`src/rtl/pipe_skid_reg.sv`:
```
// Elastic pipeline stage: valid/ready handshake, optional two-entry skid buffer,
// synchronous flush and a saturating backpressure-stall counter.
module pipe_skid_reg #(
  parameter int          WIDTH   = 64,
  parameter int unsigned SKID_EN = 1,
  parameter int          CNT_W   = 16
) (
  input  logic             clk,
  input  logic             rst,
  input  logic             flush,
  input  logic             in_valid,
  output logic             in_ready,
  input  logic [WIDTH-1:0] in_data,
  output logic             out_valid,
  input  logic             out_ready,
  output logic [WIDTH-1:0] out_data,
  output logic [1:0]       occupancy,
  output logic [CNT_W-1:0] stall_cnt
);

  typedef enum logic [1:0] {
    EMPTY = 2'd0,
    FULL  = 2'd1,
    SKID  = 2'd2
  } state_t;

  state_t             stateQ, stateD;
  logic [WIDTH-1:0]   mainData, skidData;
  logic [CNT_W-1:0]   stallCnt;
  logic               mainV, skidV;
  logic               inFire, outFire;

  assign mainV   = (stateQ != EMPTY);
  assign skidV   = (stateQ == SKID);
  assign inFire  = in_valid & in_ready & ~flush;
  assign outFire = mainV & out_ready;

  // State register.
  // NOTE: clocked state uses non-blocking assignments so every flop samples
  // pre-edge values regardless of process ordering.
  always_ff @(posedge clk) begin
    if (rst) stateQ <= EMPTY;
    else     stateQ <= stateD;
  end

  // Next-state logic; flush outranks every handshake.
  // NOTE: stateD gets a default before any branch so no latch is inferred.
  always_comb begin
    stateD = stateQ;
    if (flush) begin
      stateD = EMPTY;
    end else begin
      unique case (stateQ)
        EMPTY: if (inFire) stateD = FULL;
        FULL: begin
          if (inFire && !outFire && SKID_EN != 0) stateD = SKID;
          else if (!inFire && outFire)            stateD = EMPTY;
        end
        SKID:    if (outFire) stateD = FULL;
        default: stateD = EMPTY;
      endcase
    end
  end

  // Payload storage.
  // NOTE: payload registers are reset (not just their valid bits) because
  // out_data must read zero whenever out_valid is low.
  always_ff @(posedge clk) begin
    if (rst || flush) begin
      mainData <= '0;
      skidData <= '0;
    end else begin
      unique case (stateQ)
        EMPTY: if (inFire) mainData <= in_data;
        FULL: begin
          if (inFire && (outFire || SKID_EN == 0)) mainData <= in_data;
          else if (inFire)                         skidData <= in_data;
          else if (outFire)                        mainData <= '0;
        end
        SKID: begin
          if (outFire) begin
            mainData <= skidData;
            skidData <= '0;
          end
        end
        default: mainData <= '0;
      endcase
    end
  end

  // Stall counter survives flush; only rst clears it.
  always_ff @(posedge clk) begin
    if (rst)                                   stallCnt <= '0;
    else if (mainV && !out_ready && stallCnt != '1) stallCnt <= stallCnt + 1'b1;
  end

  // Outputs: all registered except in_ready.
  always_comb begin
    out_valid = mainV;
    out_data  = mainData;
    occupancy = 2'(mainV) + 2'(skidV);
    stall_cnt = stallCnt;
    if (SKID_EN != 0) in_ready = ~skidV & ~flush & ~rst;
    else              in_ready = (~mainV | out_ready) & ~flush & ~rst;
  end

endmodule
```
`config.mk`:
```
export PLATFORM = sky130hd
export DESIGN_NAME = pipe_skid_reg
export DESIGN_NICKNAME = d
export VERILOG_FILES = /design/src/rtl/pipe_skid_reg.sv
export SDC_FILE = /design/constraint.sdc
export NUM_CORES = 1
export LEC_CHECK = 0
export CAP_MARGIN = 20
export CORE_MARGIN = 2
export CORE_UTILIZATION = 50
export CTS_BUF_LIST = sky130_fd_sc_hd__clkbuf_8 sky130_fd_sc_hd__clkbuf_16
export DETAILED_ROUTE_END_ITERATION = 8
export PLACE_DENSITY = 0.77
export SYNTH_ARGS = -nofsm -noshare
export SYNTH_HDL_FRONTEND = slang
export SYNTH_SLANG_ARGS = --single-unit
```
`constraint.sdc`:
```
create_clock -name clk -period 3.06 [get_ports clk]
set_input_delay 0.306 -clock clk [delete_from_list [all_inputs] [get_ports clk]]
set_output_delay 0.306 -clock clk [all_outputs]
set_load 0.005 [all_outputs]
```
-- Yosys cells after proc, flatten, opt, wreduce, memory -nomap -nowiden
Cells that the tools add are included.
- register bits after elaboration: 146
- output and inout port bits: 84
- bits of input ports: 69
- logic and storage cells: 53
- eq/ne operators: 10
- multiplexer cells: 13
- bitwise logic cells: 8
- add/sub/neg operators: 2
- reduce and logical (&&, ||, !) cells: 16
- operators with widths (operator ; number):
    two-way mux 64 bit ; 6
    case mux 64 bit (3 select lines) ; 1
    case mux 64 bit (2 select lines) ; 1
    adder 16 x 1 -> 16 bit, second input constant ; 1
    inequality test 16 bit, second input constant ; 1
    inequality test 3 bit, second input constant ; 3
    two-way mux 2 bit ; 4
    AND reduction 4 bit ; 2
    inequality test 2 bit, second input constant ; 3
    case mux 2 bit (3 select lines) ; 1
    AND 1 bit ; 5
    logical AND 1 bit ; 5
    nonzero test 2 bit ; 2
    zero test 1 bit ; 3
    inverter 1 bit ; 3
    AND reduction 3 bit ; 1
    adder 1 x 1 -> 2 bit ; 1
    equality test 2 x 1 -> 1 bit, second input constant ; 1
    equality test 2 bit, second input constant ; 1
    zero test 2 bit ; 1
    inequality test 2 x 1 -> 1 bit, second input constant ; 1
    OR reduction 2 bit ; 1
    logical OR 1 bit ; 1

-- Depth between registers and ports, before layout
Gate-level depths: netlist of the first run.
- word-level depth: 11
- mapped depth: 13

-- Worst setup path after synthesis of the first run
OpenSTA, ideal clock, no wires.
- path type: register to register
- start: reg stateQ[1]
- end: reg skidData[10]
- arrival time: 2.418 ns
- path buffers: 5
- cell stages (with the launch flop): 12
- clock period less this slack: 2.477 ns
- setup time: 0.059 ns
- path slack: 0.583 ns
- data required time: 3.001 ns
- cell sequence: dfxtp_1 -> buf_2 -> buf_2 -> buf_2 -> or2_2 -> nand2_1 -> inv_1 -> ha_1 -> and4bb_2 -> buf_2 -> clkbuf_1 -> a22o_1
- elaborated cells on any way between the ends: 16
- those cells by class: eq/ne: 5; mux: 1; bitwise: 6; reduce/logical: 4
- RTL lines (item ; RTL line ; source):
    start: declaration ; 27 ; state_t stateQ, stateD;
    start signal: assignment ; 43 ; else stateQ <= stateD;
    nonzero test 2 bit (*) ; 33 ; assign mainV = (stateQ != EMPTY);
    via out_valid ; 14 ; output logic out_valid,
    AND 1 bit (*) ; 36 ; assign outFire = mainV & out_ready;
    logical AND 1 bit ; 76 ; if (inFire && (outFire || SKID_EN == 0)) mainData <= in_data;
    inequality test 2 bit (no line) ; - ;
    AND reduction 4 bit (no line) (*) ; - ;
    end signal: assignment ; 77 ; else if (inFire) skidData <= in_data;
    end: declaration ; 28 ; logic [WIDTH-1:0] mainData, skidData;
The timed path passes the listed nets; every way through them passes the cells marked *.
A chain may end at the register's enable or synchronous reset.

-- Final worst setup path of the first run
- start: reg stateQ[0]
- end: reg skidData[26]
- word-level cells in the longest chain between the ends: 9
- elaborated cells on any way between the ends: 16
- those cells by class: eq/ne: 5; mux: 1; bitwise: 6; reduce/logical: 4
- RTL lines (item ; RTL line ; source):
    equality test 2 bit ; 34, 73 ;
    inverter 1 bit ; 103 ; if (SKID_EN != 0) in_ready = ~skidV & ~flush & ~rst;
    AND 1 bit (2 in a row) ; 103 ;
    AND 1 bit (2 in a row) ; 35 ; assign inFire = in_valid & in_ready & ~flush;
    logical AND 1 bit ; 76 ;
    inequality test 2 bit (no line) ; - ;
    AND reduction 4 bit (no line) ; - ;
Several ways; a longest one is shown, not always the timed one.

==> flow_summary.json, run 1 <==
{
  "grt_max_degree": 67,
  "design.core.area_um2": 13100,
  "max_slew_margin": 0.282,
  "cp.depth": 5,
  "drv_cap": 0,
  "drive_gt1_frac": 0.147,
  "preCtsSetupSlack_ns": 0.291,
  "path_common_cell": "buf_4",
  "syn2layout_area_growth_pct": 33.4,
  "grt_antenna_before_repair": 0,
  "route.detailed.drc": 0,
  "cts.sinks": 146,
  "synth_area_leaders": "dfxtp_1 44%, a211oi_2 11%, mux2i_1 9.7%, a22o_1 8.2%, nor2_1 7.6%",
  "async_flop_share": 0,
  "stdcell_count": 1011,
  "grt_pass1_vias": 5574,
  "report.final.slew_viol_count": 0,
  "min_period_ns": 2.72,
  "critical_path.top_delay_family": "buffers and inverters",
  "irDropWorstVdd_v": 0.000379,
  "routed_via_density": 5.65,
  "syn_area_um2": 6690,
  "die-width_um": 120,
  "drtIter0Drc": 383,
  "synth_top_area_frac": 0.437,
  "die-area_um2": 14300,
  "start_util": 0.509,
  "path_clk_slew_ns": 0.06,
  "synthesis.nets": 769,
  "final_hold_viol_count": 0,
  "cts_buffer_depth": 2,
  "ys_seq_area_frac": 0.437,
  "wl_per_cell_um": 16.8,
  "clockRootBuffer": "clkbuf_16",
  "setup_viol": 0,
  "io_buffers": 152,
  "synth.top_cells.by_count": "146 x dfxtp_1, 135 x nor2_1, 74 x a21oi_1",
  "cpPeakStageDelay_ns": 0.58,
  "synthDistinctLibCells": 46,
  "period_share": 0.888,
  "grt.met1_usage": 0.326,
  "setup_tns_ns": 0,
  "arrival_ns": 3.08,
  "synth.most_common_cell": "dfxtp_1",
  "max_freq_mhz": 368,
  "grt_pass1_wl_mm": 27.8,
  "layout.nets": 897,
  "avgSynthCellArea_um2": 9.64,
  "yosys_register_bits": 146,
  "whs_ns": 0.469,
  "cp.required_ns": 3.42,
  "hold_class": "flip-flop to flip-flop",
  "met3_usage": 0.0556,
  "r2r_cells": 5,
  "hpwl_mm": 10.8,
  "worstMarginPinSlew_ns": 1.08,
  "rows": 42,
  "vias": 5715,
  "final.setup_skew_ns": 0.00512,
  "dr.pass1.iters": 7,
  "grt_use_total": 0.240,
  "fin_ws_ns": 0.342,
  "place.gp.congestion": 0.828,
  "end_kind": "flip-flop",
  "routed_wl_mm": 17.0,
  "met2_usage": 0.374,
  "synth_warnings": 0,
  "postRouteAntennaNets": 0,
  "critPathLaunchType": "flip-flop",
  "overflow": 0,
  "cpMaxStageDelayCell": "buf_4",
  "hold_depth": 1,
  "postCtsResizedCells": 0,
  "crit_type": "flip-flop to flip-flop",
  "insertion_delay_ns": 0.42,
  "status": "finished clean",
  "cts_hold_buf": 0,
  "io_pins": 153,
  "synthFlopType": "dfxtp_1",
  "dp_cells": 979,
  "crit_buf_inv": 2,
  "rsz0062_at_grt": "false",
  "p_leak_nw": 3.08,
  "antenna_cells": 0,
  "cts_setup_buffers": 0,
  "crit_path_cell_trace": "buf_4 -> nor2b_1 -> and4bb_2 -> buf_4 -> a22o_1",
  "cp_max_fo": 59,
  "busiest_layer": "met2",
  "power_density_nw_per_um2": 499,
  "synth_top_area_cell": "dfxtp_1",
  "cts_tree": "built",
  "htreeDepth": 4,
  "synth_edf_count": 0,
  "cts_buffers": 17,
  "die_h_um": 120,
  "syn_inst": 694
}
## power breakdown
group	total (mW)	internal, mW	switching [mW]
registers	1.95	1.93	0.0180
logic	0.447	0.217	0.230
clock network	2.06	1.27	0.781
total	4.45	3.42	1.03
## metal layers
layer  share of wire  vias to the layer above
li1                -                     2797
met1            0.46                     2716
met2            0.47                      183
met3           0.055                       19
met4           0.015                        0
met5               0                        -
## cells in the final DEF, fill, tap and decap left out, drive strengths merged, types with 2 or more instances in the layout
master / n
nand2: 5
buf: 19
o31ai: 5
nand3: 7
ha: 6
mux2i: 65
or3: 6
clkinv: 9
bufinv: 2
a22o: 63
a211oi: 66
nor3: 2
nor4: 3
or4: 6
a21oi: 74
nand4: 5
clkdlybuf4s50: 152
inv: 7
o21ai: 5
or2: 4
a22oi: 2
clkbuf: 21
nor2b: 4
nor2: 135
dfxtp: 146
o21bai: 2
## flip-flops by register name, summed over array words and instances, names as in the netlist
signal and count:
skidData 64, stall_cnt 16, out_data 64, stateQ 2
## final timing paths
path,startpoint,endpoint,slack (ns)
worst max-delay path,stateQ[0],skidData[26],0.34
worst min-delay path,skidData[63],skidData[63],0.47
worst min register to register,skidData[63],skidData[63],0.47
worst max register to register,stateQ[0],skidData[26],0.34
## cells by family (layout without fill, tap and decap cells)
group	Yosys count	count (layout)	share of synthesized area
compound gates	224	224	0.279
xor+xnor	1	1	0.00131
fa+ha+maj	6	6	0.0112
buf+inv	69	210	0.0524
flops	146	146	0.437
mux	66	66	0.0990
simple gates	182	182	0.120
## cell type report
cell class              instances  area, µm²
well taps                     176        220
multi-input cells             479       3430
fillers                      1045       4210
inverters                       7       26.3
repair buffers                171       1730
flip-flops and latches        146       2930
clock buffers                  21        480
clock inverters                11        109
## metrics by stage
stage | total power, mW | utilization | instance area [µm²]
finish | 4.45 | 0.679 | 8920
CTS | 4.47 | 0.679 | 8920
detailed placement | 2.43 | 0.634 | 8330
global placement | 2.42 | 0.634 | 8330
global route | 4.60 | 0.679 | 8920
floorplan | 2.22 | - | 6690
Power figures use the tool's default switching activity.
==> inputs of run 2 (changes only) <==
--- a/config.mk
+++ b/config.mk
@@ -10,7 +10,7 @@
 export CORE_UTILIZATION = 50
 export CTS_BUF_LIST = sky130_fd_sc_hd__clkbuf_8 sky130_fd_sc_hd__clkbuf_16
 export DETAILED_ROUTE_END_ITERATION = 8
-export PLACE_DENSITY = 0.77
+export PLACE_DENSITY = 0.9
 export SYNTH_ARGS = -nofsm -noshare
 export SYNTH_HDL_FRONTEND = slang
 export SYNTH_SLANG_ARGS = --single-unit
==> run 2 against run 1 <==
Net effect: maximum frequency rose by 6.4%; via count is 1.3% lower; clock power up 9%; sequential power about the same; combinational power down 3%; critical path type unchanged; critical endpoint is now skidData[51]; largest cell class unchanged; largest power group unchanged.
==> flow_summary.json, run 2 (synthesis gave the netlist of run 1 again) <==
{
  "status": "finished clean",
  "cp.depth": 8,
  "cpPeakStageDelay_ns": 0.56,
  "overflow": 0,
  "io_buffers": 152,
  "grt_pass1_wl_mm": 26.5,
  "io_pins": 153,
  "worstMarginPinSlew_ns": 0.712,
  "grt_pass1_vias": 5278,
  "drtIter0Drc": 454,
  "critPathLaunchType": "flip-flop",
  "whs_ns": 0.473,
  "busiest_layer": "met2",
  "max_slew_margin": 0.525,
  "grt_max_degree": 69,
  "mostFrequentLayoutCells": "152 x clkdlybuf4s50_1, 144 x dfxtp_1, 135 x nor2_1, 74 x a21oi_1, 65 x mux2i_1",
  "cts_hold_buf": 0,
  "grt.met1_usage": 0.301,
  "r2r_cells": 8,
  "die-width_um": 120,
  "routed_via_density": 5.60,
  "routed_wl_mm": 16.3,
  "die_h_um": 120,
  "grt_antenna_before_repair": 0,
  "vias": 5641,
  "fillers": 1004,
  "cts.sinks": 146,
  "dpl_cell_area_um2": 8310,
  "insertion_delay_ns": 0.42,
  "place.gp.congestion": 0.771,
  "drive_gt1_frac": 0.143,
  "cts_buffer_depth": 2,
  "dr.pass1.iters": 6,
  "start_util": 0.509,
  "drv_cap": 0,
  "p_total_mw": 4.62,
  "critical_path.top_delay_family": "simple AND/OR/NAND/NOR gates",
  "final_hold_viol_count": 0,
  "rsz0062_at_grt": "false",
  "syn2layout_area_growth_pct": 33.8,
  "met3_usage": 0.0566,
  "antenna_cells": 0,
  "die-area_um2": 14300,
  "irDropWorstVdd_v": 0.000311,
  "hpwl_mm": 10.2,
  "design.core.area_um2": 13100,
  "setup_tns_ns": 0,
  "cts_setup_buffers": 0,
  "rows": 42,
  "report.final.slew_viol_count": 0,
  "postCtsResizedCells": 0,
  "postRouteAntennaNets": 0,
  "ff_latch_area_um2": 2930,
  "cp_max_fo": 64,
  "multiInputGateArea_um2": 3430,
  "final.setup_skew_ns": 0.00351,
  "end_kind": "flip-flop",
  "clockRootBuffer": "clkbuf_16",
  "period_share": 0.835,
  "crit_path_cell_trace": "nand2b_1 -> inv_1 -> nor2_1 -> and2_1 -> ha_1 -> and4bb_2 -> buf_4 -> a22o_1",
  "cts_buffers": 17,
  "htreeDepth": 4,
  "final_common_cell": "clkdlybuf4s50_1",
  "grt_use_total": 0.230,
  "p_leak_nw": 3.08,
  "crit_type": "flip-flop to flip-flop",
  "fin_area_um2": 8950,
  "max_freq_mhz": 392,
  "layout.nets": 895,
  "setup_viol": 0,
  "hold_depth": 1,
  "hold_class": "flip-flop to flip-flop",
  "cts_tree": "built",
  "route.detailed.drc": 0,
  "path_clk_slew_ns": 0.06,
  "met2_usage": 0.370,
  "crit_buf_inv": 2,
  "cpMaxStageDelayCell": "buf_4",
  "cp.required_ns": 3.42,
  "wl_per_cell_um": 16.2,
  "power_density_nw_per_um2": 517,
  "arrival_ns": 2.91,
  "min_period_ns": 2.55
}
run 2: cell types whose count changed in the layout (fill, tap and decap cells not counted), sizes merged:
cell,delta
clkbuf,+1
buf,-2
clkinv,-7
bufinv,+2
inv,+2
clkinvlp,+1
run 2: path summary, 6_finish.rpt:
check	startpoint	slack, ns	endpoint
max	stateQ[1]	0.51	skidData[51]
min	skidData[61]	0.47	skidData[61]
max reg2reg	stateQ[1]	0.51	skidData[51]
min reg2reg	skidData[61]	0.47	skidData[61]
run 2: area by class of cell:
cell class	instances	area share
Clock buffer	22	0.0552
Clock inverter	9	0.0169
Inverter	7	0.00294
Multi-Input combinational cell	479	0.384
Sequential cell	146	0.327
Tap cell	176	0.0246
Timing Repair Buffer	169	0.190
run 2: per-layer routing:
| layer | up-vias | share of wire |
|---|---|---|
| li1 | 2785 | - |
| met1 | 2687 | 0.46 |
| met2 | 150 | 0.47 |
| met3 | 19 | 0.051 |
| met4 | 0 | 0.017 |
| met5 | - | 0 |
run 2: stage by stage:
stage	util	setup WS, ns	std cells
after CTS	0.681	0.542	1008
after detailed placement	0.632	0.342	977
after global routing	0.681	0.372	1008
final	0.681	0.506	1008
after global placement	0.632	0.384	977
after floorplan	-	0.583	694
run 2: where the power goes:
part | internal, mW | total, mW | switching [mW]
combinational | 0.212 | 0.432 | 0.220
sequential | 1.93 | 1.95 | 0.0171
clock | 1.47 | 2.25 | 0.780
total | 3.61 | 4.62 | 1.02
run 2: worst reg2reg max path, cell delays in order, from the launching register on:
cell,delay [ns]
dfxtp_4,0.48
nand2b_1,0.12
inv_1,0.16
nor2_1,0.08
and2_1,0.21
ha_1,0.23
and4bb_2,0.34
buf_4,0.56
a22o_1,0.32
==> inputs of run 3 (changes only) <==
==> constraint.sdc (replaced) <==
create_clock -name clk -period 2.4 [get_ports clk]
set_input_delay 0.24 -clock clk [delete_from_list [all_inputs] [get_ports clk]]
set_output_delay 0.24 -clock clk [all_outputs]
set_load 0.005 [all_outputs]
==> run 3 against run 2 <==
Net effect: worst hold slack better by 0.00065 ns; setup slack worse by 0.35 ns; global-route usage is 0.14 points lower; largest power group unchanged.
==> flow_summary.json, run 3 (synthesis gave the netlist of run 1 again) <==
{
  "status": "finished clean",
  "cp_max_fo": 16,
  "power_density_nw_per_um2": 622,
  "end_kind": "flip-flop",
  "endpoint": "out_data[20]",
  "setup_viol": 0,
  "grt_pass1_vias": 5332,
  "path_common_cell": "nor2_1",
  "syn2layout_area_growth_pct": 36.1,
  "die-area_um2": 14300,
  "die_h_um": 120,
  "hpwl_mm": 10.4,
  "multiInputGateArea_um2": 3430,
  "antenna_cells": 0,
  "insertion_delay_ns": 0.42,
  "cp.required_ns": 2.71,
  "fin_ws_ns": 0.159,
  "drtIter0Drc": 426,
  "final.setup_skew_ns": 0.00901,
  "grt_max_degree": 67,
  "place.gp.congestion": 0.782,
  "overflow": 0,
  "drv_cap": 0,
  "critPathLaunchType": "flip-flop",
  "wl_per_cell_um": 16.6,
  "fillers": 1000,
  "rsz0062_at_grt": "false",
  "cts.sinks": 146,
  "crit_type": "flip-flop to flip-flop",
  "vias": 5854,
  "r2r-start": "stateQ[0]",
  "final_hold_viol_count": 0,
  "htreeDepth": 4,
  "cts_buffer_depth": 2,
  "fin_area_um2": 9100,
  "irDropWorstVdd_v": 0.000477,
  "route.detailed.drc": 0,
  "min_period_ns": 2.24,
  "p_leak_nw": 3.17,
  "mostFrequentLayoutCells": "151 x clkdlybuf4s50_1, 144 x dfxtp_1, 135 x nor2_1, 74 x a21oi_1, 65 x mux2i_1",
  "routed_wl_mm": 17.0,
  "clockRootBuffer": "clkbuf_16",
  "final_common_cell": "clkdlybuf4s50_1",
  "hold_path_startpoint": "skidData[57]",
  "layout.nets": 909,
  "reg2reg_slack_ns": 0.16,
  "dpl_cell_area_um2": 8450,
  "die-width_um": 120,
  "setup_tns_ns": 0,
  "postRouteAntennaNets": 0,
  "report.final.slew_viol_count": 0,
  "cts_buffers": 17,
  "path_clk_slew_ns": 0.06,
  "ff_latch_area_um2": 2930,
  "routed_via_density": 5.73,
  "drive_gt1_frac": 0.158,
  "grt_antenna_before_repair": 0,
  "reg2reg_to": "out_data[20]",
  "critical_path.startpoint": "stateQ[0]",
  "r2r_cells": 12,
  "crit_path_cell_trace": "nand2b_1 -> inv_2 -> nor2_1 -> and2_1 -> buf_4 -> ha_1 -> o21bai_1 -> a22oi_2 -> buf_6 -> buf_12 -> nor2_1 -> a211oi_2",
  "start_util": 0.509,
  "design.core.area_um2": 13100,
  "io_buffers": 152,
  "cpMaxStageDelayCell": "dfxtp_2",
  "cts_tree": "built",
  "io_pins": 153,
  "period_share": 0.934,
  "rows": 42,
  "max_freq_mhz": 446,
  "dr.pass1.iters": 5,
  "worstMarginPinSlew_ns": 1.08,
  "preCtsSetupSlack_ns": -0.223,
  "grt_pass1_wl_mm": 26.4,
  "hold_class": "flip-flop to flip-flop",
  "arrival_ns": 2.55,
  "max_slew_margin": 0.277,
  "grt_use_total": 0.229,
  "cpPeakStageDelay_ns": 0.34
}
-- run 3: how the worst min path moves through the flow --
| stage | to | slack, ns | depth (start not counted) |
|---|---|---|---|
| 6_report | skidData[57] | 0.47 | 1 |
| 4_1_cts | skidData[5] | 0.47 | 2 |
| 2_1_floorplan | skidData[10] | 0.37 | 1 |
| 5_1_grt | skidData[43] | 0.48 | 2 |
| 3_5_place_dp | skidData[62] | 0.46 | 1 |
| 3_3_place_gp | skidData[63] | 0.45 | 1 |
-- run 3: area by class of cell --
type,count,share of cell area
Clock inverter,11,0.0124
Timing Repair Buffer,183,0.210
Tap cell,176,0.0242
Multi-Input combinational cell,479,0.377
Clock buffer,20,0.0513
Sequential cell,146,0.322
Inverter,7,0.00289
-- run 3: metrics by stage --
| stage | util | hold WS, ns | instances | total power [mW] |
|---|---|---|---|---|
| 2_1_floorplan | - | 0.373 | 694 | 2.83 |
| 3_3_place_gp | 0.643 | 0.449 | 988 | 3.09 |
| 3_5_place_dp | 0.643 | 0.456 | 988 | 3.11 |
| 4_1_cts | 0.688 | 0.466 | 1019 | 5.68 |
| 5_1_grt | 0.693 | 0.480 | 1022 | 5.85 |
| 6_report | 0.693 | 0.474 | 1022 | 5.66 |
-- run 3: where the power goes --
part / internal (mW) / switching (mW) / leakage (nW)
combinational: 0.300 / 0.296 / 1.70
sequential: 2.46 / 0.0214 / 1.18
clock: 1.59 / 0.986 / 0.289
-- run 3: routing by layer --
metal / global-route usage / vias up / wire (µm)
met5: 0 / - / 0
met2: 0.371 / 183 / 7970
met4: 0.0779 / 0 / 215
met1: 0.295 / 2830 / 7710
met3: 0.0618 / 17 / 1080
li1: - / 2824 / -
-- run 3: timing repair --
item                       in CTS  in global routing
hold buffers                    0                  0
cloned                          0                  2
buffers inserted                0                  1
setup endpoints to repair      53                 69
pin swaps                       0                  1
resized for setup               1                  4
-- run 3: critical path, delay by kind of cell, from the launching register on --
kind	cells	cell delay (ns)
AOI/OAI and AO/OA	3	0.60
buffers and inverters	4	0.57
DFF	1	0.34
adders and majority gates	1	0.18
and+or+nand+nor	4	0.43
